==> src/rtl/camera_buffer_read_arbiter.sv <==
// camera_buffer_read_arbiter: round-robin burst arbiter sharing the frame-buffer read port between two requesters
// Ports: clock/reset (async, active-high), enable (low forces idle on the next edge);
//   per requester N: reqN, req_addrN, req_lenN in; grantN, rvalidN, doneN out;
//   rdata passes mem_rd_data straight through; mem_rd_en/mem_rd_addr drive the buffer read port.
module camera_buffer_read_arbiter #(
  parameter int ADDR_WIDTH = 16,
  parameter int DATA_WIDTH = 32,
  parameter int MAX_BURST  = 16,
  parameter int RD_LATENCY = 1
) (
  input  logic                  clock,
  input  logic                  reset,
  input  logic                  enable,
  input  logic                  req0,
  input  logic [ADDR_WIDTH-1:0] req_addr0,
  input  logic [4:0]            req_len0,
  output logic                  grant0,
  output logic                  rvalid0,
  output logic                  done0,
  input  logic                  req1,
  input  logic [ADDR_WIDTH-1:0] req_addr1,
  input  logic [4:0]            req_len1,
  output logic                  grant1,
  output logic                  rvalid1,
  output logic                  done1,
  output logic [DATA_WIDTH-1:0] rdata,
  output logic                  mem_rd_en,
  output logic [ADDR_WIDTH-1:0] mem_rd_addr,
  input  logic [DATA_WIDTH-1:0] mem_rd_data
);
  localparam int PW = 2 * RD_LATENCY;
  typedef enum logic [1:0] {IDLE, BURST, DRAIN} state_t;
  state_t state, state_n;
  logic [1:0] grant_q, grant_n, own_mask;
  logic en_n, owner, owner_n, last_grant, lg_n, win;
  logic [ADDR_WIDTH-1:0] addr_n;
  logic [4:0] cnt, cnt_n, len_sel, len_eff;
  // Two-bit-per-stage shift registers carrying the owner-tagged valid and last-beat flags
  logic [PW-1:0] rv_q, rv_n, dn_q, dn_n;
  assign win = (req0 & req1) ? ~last_grant : req1;
  assign len_sel = win ? req_len1 : req_len0;
  assign len_eff = (len_sel == 5'd0) ? 5'd1 : (len_sel > 5'(MAX_BURST)) ? 5'(MAX_BURST) : len_sel;
  assign own_mask = owner ? 2'b10 : 2'b01;
  assign {grant1, grant0} = grant_q;
  assign {rvalid1, rvalid0} = rv_q[PW-1 -: 2];
  assign {done1, done0} = dn_q[PW-1 -: 2];
  assign rdata = mem_rd_data;
  always_comb begin
    state_n = state;
    grant_n = 2'b00;
    en_n = mem_rd_en;
    addr_n = mem_rd_addr;
    cnt_n = cnt;
    owner_n = owner;
    lg_n = last_grant;
    rv_n = (rv_q << 2) | PW'(mem_rd_en ? own_mask : 2'b00);
    dn_n = (dn_q << 2) | PW'((mem_rd_en && cnt == 5'd1) ? own_mask : 2'b00);
    case (state)
      IDLE: if (req0 | req1) begin
        state_n = BURST;
        grant_n = win ? 2'b10 : 2'b01;
        en_n = 1'b1;
        addr_n = win ? req_addr1 : req_addr0;
        cnt_n = len_eff;
        owner_n = win;
        lg_n = win;
      end
      BURST: if (cnt == 5'd1) begin
        state_n = DRAIN;
        en_n = 1'b0;
      end else begin
        addr_n = mem_rd_addr + ADDR_WIDTH'(1);
        cnt_n = cnt - 5'd1;
      end
      // The final beat's done leaves the pipeline this cycle, so it is empty afterwards
      DRAIN: state_n = |dn_q[PW-1 -: 2] ? IDLE : DRAIN;
      default: state_n = IDLE;
    endcase
    if (!enable) begin
      state_n = IDLE;
      grant_n = 2'b00;
      en_n = 1'b0;
      addr_n = '0;
      cnt_n = 5'd0;
      owner_n = 1'b0;
      lg_n = 1'b1;
      rv_n = '0;
      dn_n = '0;
    end
  end
  always_ff @(posedge clock or posedge reset) begin
    if (reset) begin
      state <= IDLE;
      grant_q <= 2'b00;
      mem_rd_en <= 1'b0;
      mem_rd_addr <= '0;
      cnt <= 5'd0;
      owner <= 1'b0;
      last_grant <= 1'b1;
      rv_q <= '0;
      dn_q <= '0;
    end else begin
      state <= state_n;
      grant_q <= grant_n;
      mem_rd_en <= en_n;
      mem_rd_addr <= addr_n;
      cnt <= cnt_n;
      owner <= owner_n;
      last_grant <= lg_n;
      rv_q <= rv_n;
      dn_q <= dn_n;
    end
  end
endmodule

==> config.mk <==
export PLATFORM = sky130hd
export DESIGN_NAME = camera_buffer_read_arbiter
export DESIGN_NICKNAME = d
export VERILOG_FILES = /design/src/rtl/camera_buffer_read_arbiter.sv
export SDC_FILE = /design/constraint.sdc
export NUM_CORES = 1
export LEC_CHECK = 0
export CAP_MARGIN = 20
export CORE_ASPECT_RATIO = 0.6
export CORE_MARGIN = 3
export CORE_UTILIZATION = 42
export DETAILED_ROUTE_END_ITERATION = 10
export GPL_TIMING_DRIVEN = 0
export PLACE_DENSITY = 0.86
export SLEW_MARGIN = 20
export SYNTH_ARGS = -nofsm -noshare
export SYNTH_HDL_FRONTEND = slang
export SYNTH_SLANG_ARGS = --single-unit
==> constraint.sdc <==
create_clock -name clock -period 3.2 [get_ports clock]
set_clock_uncertainty 0.15 [all_clocks]
set_input_delay 0.96 -clock clock [delete_from_list [all_inputs] [get_ports clock]]
set_output_delay 0.96 -clock clock [all_outputs]
set_load 0.01 [all_outputs]
### Yosys cells after proc, flatten, opt, wreduce, memory -nomap -nowiden

Index checks and enable logic that the tools add are counted.

| storage, ports and cells | value |
|---|---|
| bits of input ports | 79 |
| output and inout bits | 55 |
| logic and storage cells | 67 |
| register bits after elaboration | 32 |

| operators by class | value |
|---|---|
| reductions and logical operators | 8 |
| mux-type cells | 35 |
| add/sub/neg operators | 2 |
| magnitude comparators | 1 |
| equal/unequal tests | 9 |
| bitwise logic cells | 3 |

Operator list:

| operator | number |
|---|---|
| $mux W16 | 4 |
| $pmux W16 S2 | 1 |
| $mux W5 | 6 |
| $mux W2 | 13 |
| $add A16 B1 Y16 const B | 1 |
| $pmux W5 S2 | 1 |
| $ne A3 B3 Y1 const B | 3 |
| $mux W1 | 8 |
| $pmux W2 S3 | 1 |
| $reduce_and A3 Y1 | 2 |
| $eq A5 B1 Y1 const B | 1 |
| $gt A5 B5 Y1 const B | 1 |
| $logic_not A5 Y1 | 1 |
| $sub A5 B1 Y5 const B | 1 |
| $ne A2 B1 Y1 const B | 2 |
| $reduce_and A2 Y1 | 2 |
| $ne A3 B1 Y1 const B | 1 |
| $eq A2 B1 Y1 const B | 1 |
| $eq A2 B2 Y1 const B | 1 |
| $logic_not A2 Y1 | 1 |
| $pmux W1 S2 | 1 |
| $reduce_or A2 Y1 | 1 |
| $and A1 B1 Y1 | 1 |
| $logic_and A1 B1 Y1 | 1 |
| other kinds (2) | 2 |

### Depth between registers and ports, before layout

| logic depth | value |
|---|---|
| word-level depth | 9 |
| mapped depth | 8 |
| gate-level depth less buffers | 7 |

### Worst setup path after synthesis

OpenSTA, ideal clock, no wires.

| path | value |
|---|---|
| path type | input -> register |
| from | input req1 |
| to | register mem_rd_addr[6] |
| buffers on the path | 1 |
| stages on the path | 5 |
| setup slack | 0.980 ns |
| setup time | 0.121 ns |
| arrival time | 1.949 ns |
| data required time | 2.929 ns |
| path through | a21boi_1 > buf_4 > mux2i_1 > o32ai_1 > a22o_1 |

| between the ends | value |
|---|---|
| word-level cells in the longest chain between the ends | 6 |
| elaborated cells between the ends (all ways) | 9 |
| those cells by class | eq/ne (1); mux (5); bitwise (2); reduce/logical (1) |

Ends and longest elaborated chain:

| what | line | RTL |
|---|---|---|
| start: declaration | 20 | `input logic req1,` |
| $and A1 B1 Y1 | 40 | `assign win = (req0 & req1) ? ~last_grant : req1;` |
| $mux W1 | 40 |  |
| $mux W16 | 63 | `addr_n = win ? req_addr1 : req_addr0;` |
| $mux W16 | 59 | `IDLE: if (req0 \| req1) begin` |
| $pmux W16 S2 | 58 | `case (state)` |
| $mux W16 | 79 | `if (!enable) begin` |
| end signal: assignment | 106 | `mem_rd_addr <= addr_n;` |
| end: declaration | 28 | `output logic [ADDR_WIDTH-1:0] mem_rd_addr,` |

Parallel ways exist; a longest one is shown, timed or not. The select of a mux whose other input is x is not followed.
A chain may end at the register's enable or synchronous reset.

### Worst setup path in the final report

| path | value |
|---|---|
| from | input req1 |
| to | register mem_rd_addr[3] |

Same word-level chain as after synthesis.

==> summary.txt <==
Worst setup path
  • Worst stage delay on the critical path: 0.55 ns
  • Data arrival at the endpoint of the critical path: 2.83 ns
  • Cell type group with the largest total delay on the critical path: buffers and inverters
  • Slack of the worst reg-to-reg path: 0.92 ns
  • Setup CP Type: in -> reg
  • Data required time at the worst endpoint: 3.24 ns
  • Cell type of the slowest stage on the worst timing path: clkdlybuf4s50_1
  • Bufs and invs on worst path: 2
  • Worst-path cell chain: clkdlybuf4s50_1, a21boi_1, buf_4, mux2i_1, o32ai_1, a22o_1
  • Critical path fanouts, max: 10
  • FF-to-FF End: cnt[2]
  • Element type at the critical path start: input port
  • Depth of the most critical reg-to-reg path: 8
  • Type of destination of the critical path: flip-flop
  • Logic depth of the worst setup path including buffers: 6
  • RR Startpoint: cnt[1]

Route
  • Violation count after the first detailed-routing iteration: 165
  • WL/cell: 16.6 um
  • Final Routed Wirelength: 7420 um
  • Post-route DRC: 0
  • Count of nets left with antenna violations after detail routing: 0
  • Via-per-instance ratio: 5.54
  • Drt pass-1 iters: 4
  • Via count: 2,476

Power
  • Peak ir drop on the vdd network: 0.253 mV
  • Fraction of power consumed by combinational cells: 38.9%
  • Switch share: 34.2%
  • Sequential group share of total power: 35.9%
  • Fraction of power consumed by the clock network: 25.1%
  • Cell-internal power: 0.00102 W
  • Switching power summed over all nets: 0.000529 W
  • Power density normalized to cell area: 434 nW/um2
  • Leak Pwr: 1.53 nW

Clock tree
  • Clock latency at the later pin of the worst-skew pair: 0.29 ns
  • Count of hold buffers inserted by post-cts repair: 0
  • Buffer depth of the longest clock path: 2
  • Resize count post-CTS: 0
  • Post CTS Setup Buffer Count: 0
  • Cell at the root of the clock tree: clkbuf_8
  • Clock tree from TritonCTS: built
  • Num CTS Buffers: 5
  • Sinks on the clock net: 32
  • H-Tree Depth: 2
  • Clk slew on worst S/H paths: 0.07 ns

Timing
  • Final worst path period need: 2.79 ns
  • Peak Freq: 0.358 GHz
  • Worst Tran Pin Value: 0.680 ns
  • Accumulated negative setup slack: 0 ns
  • Final count of hold timing violations: 0
  • Unrepaired setup endpoints after global routing: false
  • Min Hold Slack: 0.349 ns
  • Part of the cycle the worst path needs: 87.2%
  • Number of setup violations in the final report: 0
  • Max-Slew Margin vs Limit: 54.6%
  • Final WS setup: 0.410 ns
  • Max-slew violation count: 0

Die
  • Core box area: 5230 um2
  • Die extent in x: 103 um
  • Height of the chip: 64.0 um
  • # IOs: 134
  • Die outline area: 6570 um2
  • Number of placement rows: 20
  • Starting utilization of the core area: 45.0%

Finish
  • Number of nets in the layout: 462
  • Area overhead of the layout relative to synthesis: 51.0%
  • Fraction of layout cells with a size suffix above 1: 17.6%
  • Fillers: 410
  • Post-route insts no fill: 447
  • Diodes inserted: 0

Logic synthesis
  • Ys Warns: 0
  • Fraction of synthesized cell area taken by the top area cell type: 32.9%
  • Mean Syn Cell Area: 8.66 um2
  • Number of synthesized flops with an enable pin: 0
  • Post-synthesis register bit count: 32
  • Most instantiated flip-flop cell in the synthesis netlist: dfrtp_1
  • Library cell with the largest summed area after synthesis: dfrtp_1
  • Count of unique library cells instantiated by Yosys: 55
  • Cell area after technology mapping: 2360 um2
  • Sequential area share after synthesis: 34.0%
  • Synthesized instance count: 272
  • Ys async rst share: 100%
  • Cell types with the largest area share after synthesis: dfrtp_1, buf_4, nand2_1
  • Mapped Nets: 354

Global routing
  • Maximum number of pins on one net before global-route repair: 33
  • Via count of the first global-routing pass: 2,338
  • Global routing usage summed across all routing layers: 23.0%
  • Initial antenna violation count: 0
  • First-pass GRT wire length: 11,800 um
  • Residual overflow from global routing: 0

Hold path
  • Worst Hold End: rv_q[0]
  • Class of the tightest hold or removal check: reg -> reg
  • Startpoint of the tightest hold check path: owner
  • Hold path cells: 1

Run
  • Maximum capacitance violations: 0

Placed design
  • Half-perimeter wire length after placement: 5820 um
  • Pre-CTS setup slack: 0.129 ns
  • Count of buffers from port buffering: 101
  • # placed instances: 439
  • Routability congestion estimate from global placement: 0.933

Run status
  • Run status: complete, no violations
-- cells by family (layout without fill, tap and decap cells) --
kind of cell,Yosys count,count (layout),synth area share (%)
AOI/OAI and AO/OA,77,77,22.6
xor gates and xnor gates,1,1,0.372
DFF,32,32,34.0
and+or+nand+nor,97,97,22.9
buffers and inverters,54,163,15.1
muxes,8,8,3.40
adders and majority gates,3,3,1.59
-- worst max-delay path by stage --
stage,startpoint,endpoint
global placement,req1,mem_rd_addr[5]
detailed placement,req1,mem_rd_addr[3]
CTS,req1,mem_rd_addr[5]
global route,req1,mem_rd_addr[5]
finish,req1,mem_rd_addr[3]
floorplan,req1,mem_rd_addr[6]
-- worst register-to-register path: cells and delay by family, from the launching register on --
family / cells / cell delay (ns)
fa+ha+maj: 1 / 0.18
buf+inv: 2 / 0.41
compound gates: 3 / 0.38
simple gates: 2 / 0.67
flops: 1 / 0.38
-- state kept, by name, summed over array words and instances, names as in the netlist --
| register | flops |
|---|---|
| mem_rd_addr | 16 |
| mem_rd_en | 1 |
| last_grant | 1 |
| grant_q | 2 |
| cnt | 5 |
| rv_q | 2 |
| dn_q | 2 |
| owner | 1 |
| state | 2 |
-- stage by stage --
step                utilization [%]  area (um2)  power, W
global placement               66.0        3450   0.00113
global route                   68.0        3560   0.00163
detailed placement             66.0        3450   0.00115
finish                         68.0        3560   0.00154
floorplan                         -        2360  0.000874
CTS                            68.0        3560   0.00154
-- layer usage --
layer  GRT usage (%)  wire [um]  up-vias
li1                -          -     1176
met1            32.4       3260     1163
met2            34.8       3330      125
met3            6.22        724       12
met4            5.89        107        0
met5               0          0        -
-- cell usage in the layout, fill, tap and decap left out, types with 4 or more instances in the layout --
cell type,netlist,routed
mux2i_1,8,8
nor3_1,11,11
a21oi_1,12,12
o21ai_1,5,5
a21o_1,4,4
clkbuf_8,0,5
buf_4,35,35
nor3b_1,6,6
nand2_1,29,29
a32o_1,4,4
buf_2,4,4
o21ai_0,17,17
a22o_1,8,8
clkdlybuf4s50_1,0,101
nand3_1,9,9
nor2_1,19,19
inv_1,9,8
dfrtp_1,31,31
o32ai_1,5,5
-- final cells by class --
class                   instances  area, um2  area share, %
plain buffers                  43        313           8.79
clock buffers                   6       72.6           2.04
clock inverters                 2       35.0          0.985
inverters                      11       43.8           1.23
multi-input cells             186       1200           33.7
flip-flops and latches         32        802           22.5
well taps                      66       82.6           2.32
repair buffers                101       1010           28.4
-- synthesized netlist by cell type, types with 2 or more instances --
cell and count:
buf_4 35, buf_2 4, and3_1 3, inv_1 9, and3_2 2, a21oi_1 12, a31oi_1 3, o211ai_1 3
nand3_1 9, a21oi_2 3, nor2_1 19, o21ai_0 17, ha_1 3, nand2_1 29, a22o_1 8, dfrtp_1 31
nand2b_1 2, a21o_1 4, buf_6 2, o2bb2ai_1 2, nand4_2 2, o32ai_1 5, nor3_1 11, nor3b_1 6
nand4_1 3, o21ai_1 5, a32o_1 4, mux2i_1 8, clkbuf_1 2
-- power groups by stage --
stage	Clock, W	Sequential, W	Combinational [W]
floorplan	0	0.000559	0.000315
global placement	0	0.000555	0.000579
detailed placement	0	0.000559	0.000596
CTS	0.000390	0.000553	0.000600
global route	0.000412	0.000567	0.000648
finish	0.000388	0.000555	0.000601
(Power assumes the default switching activity.)
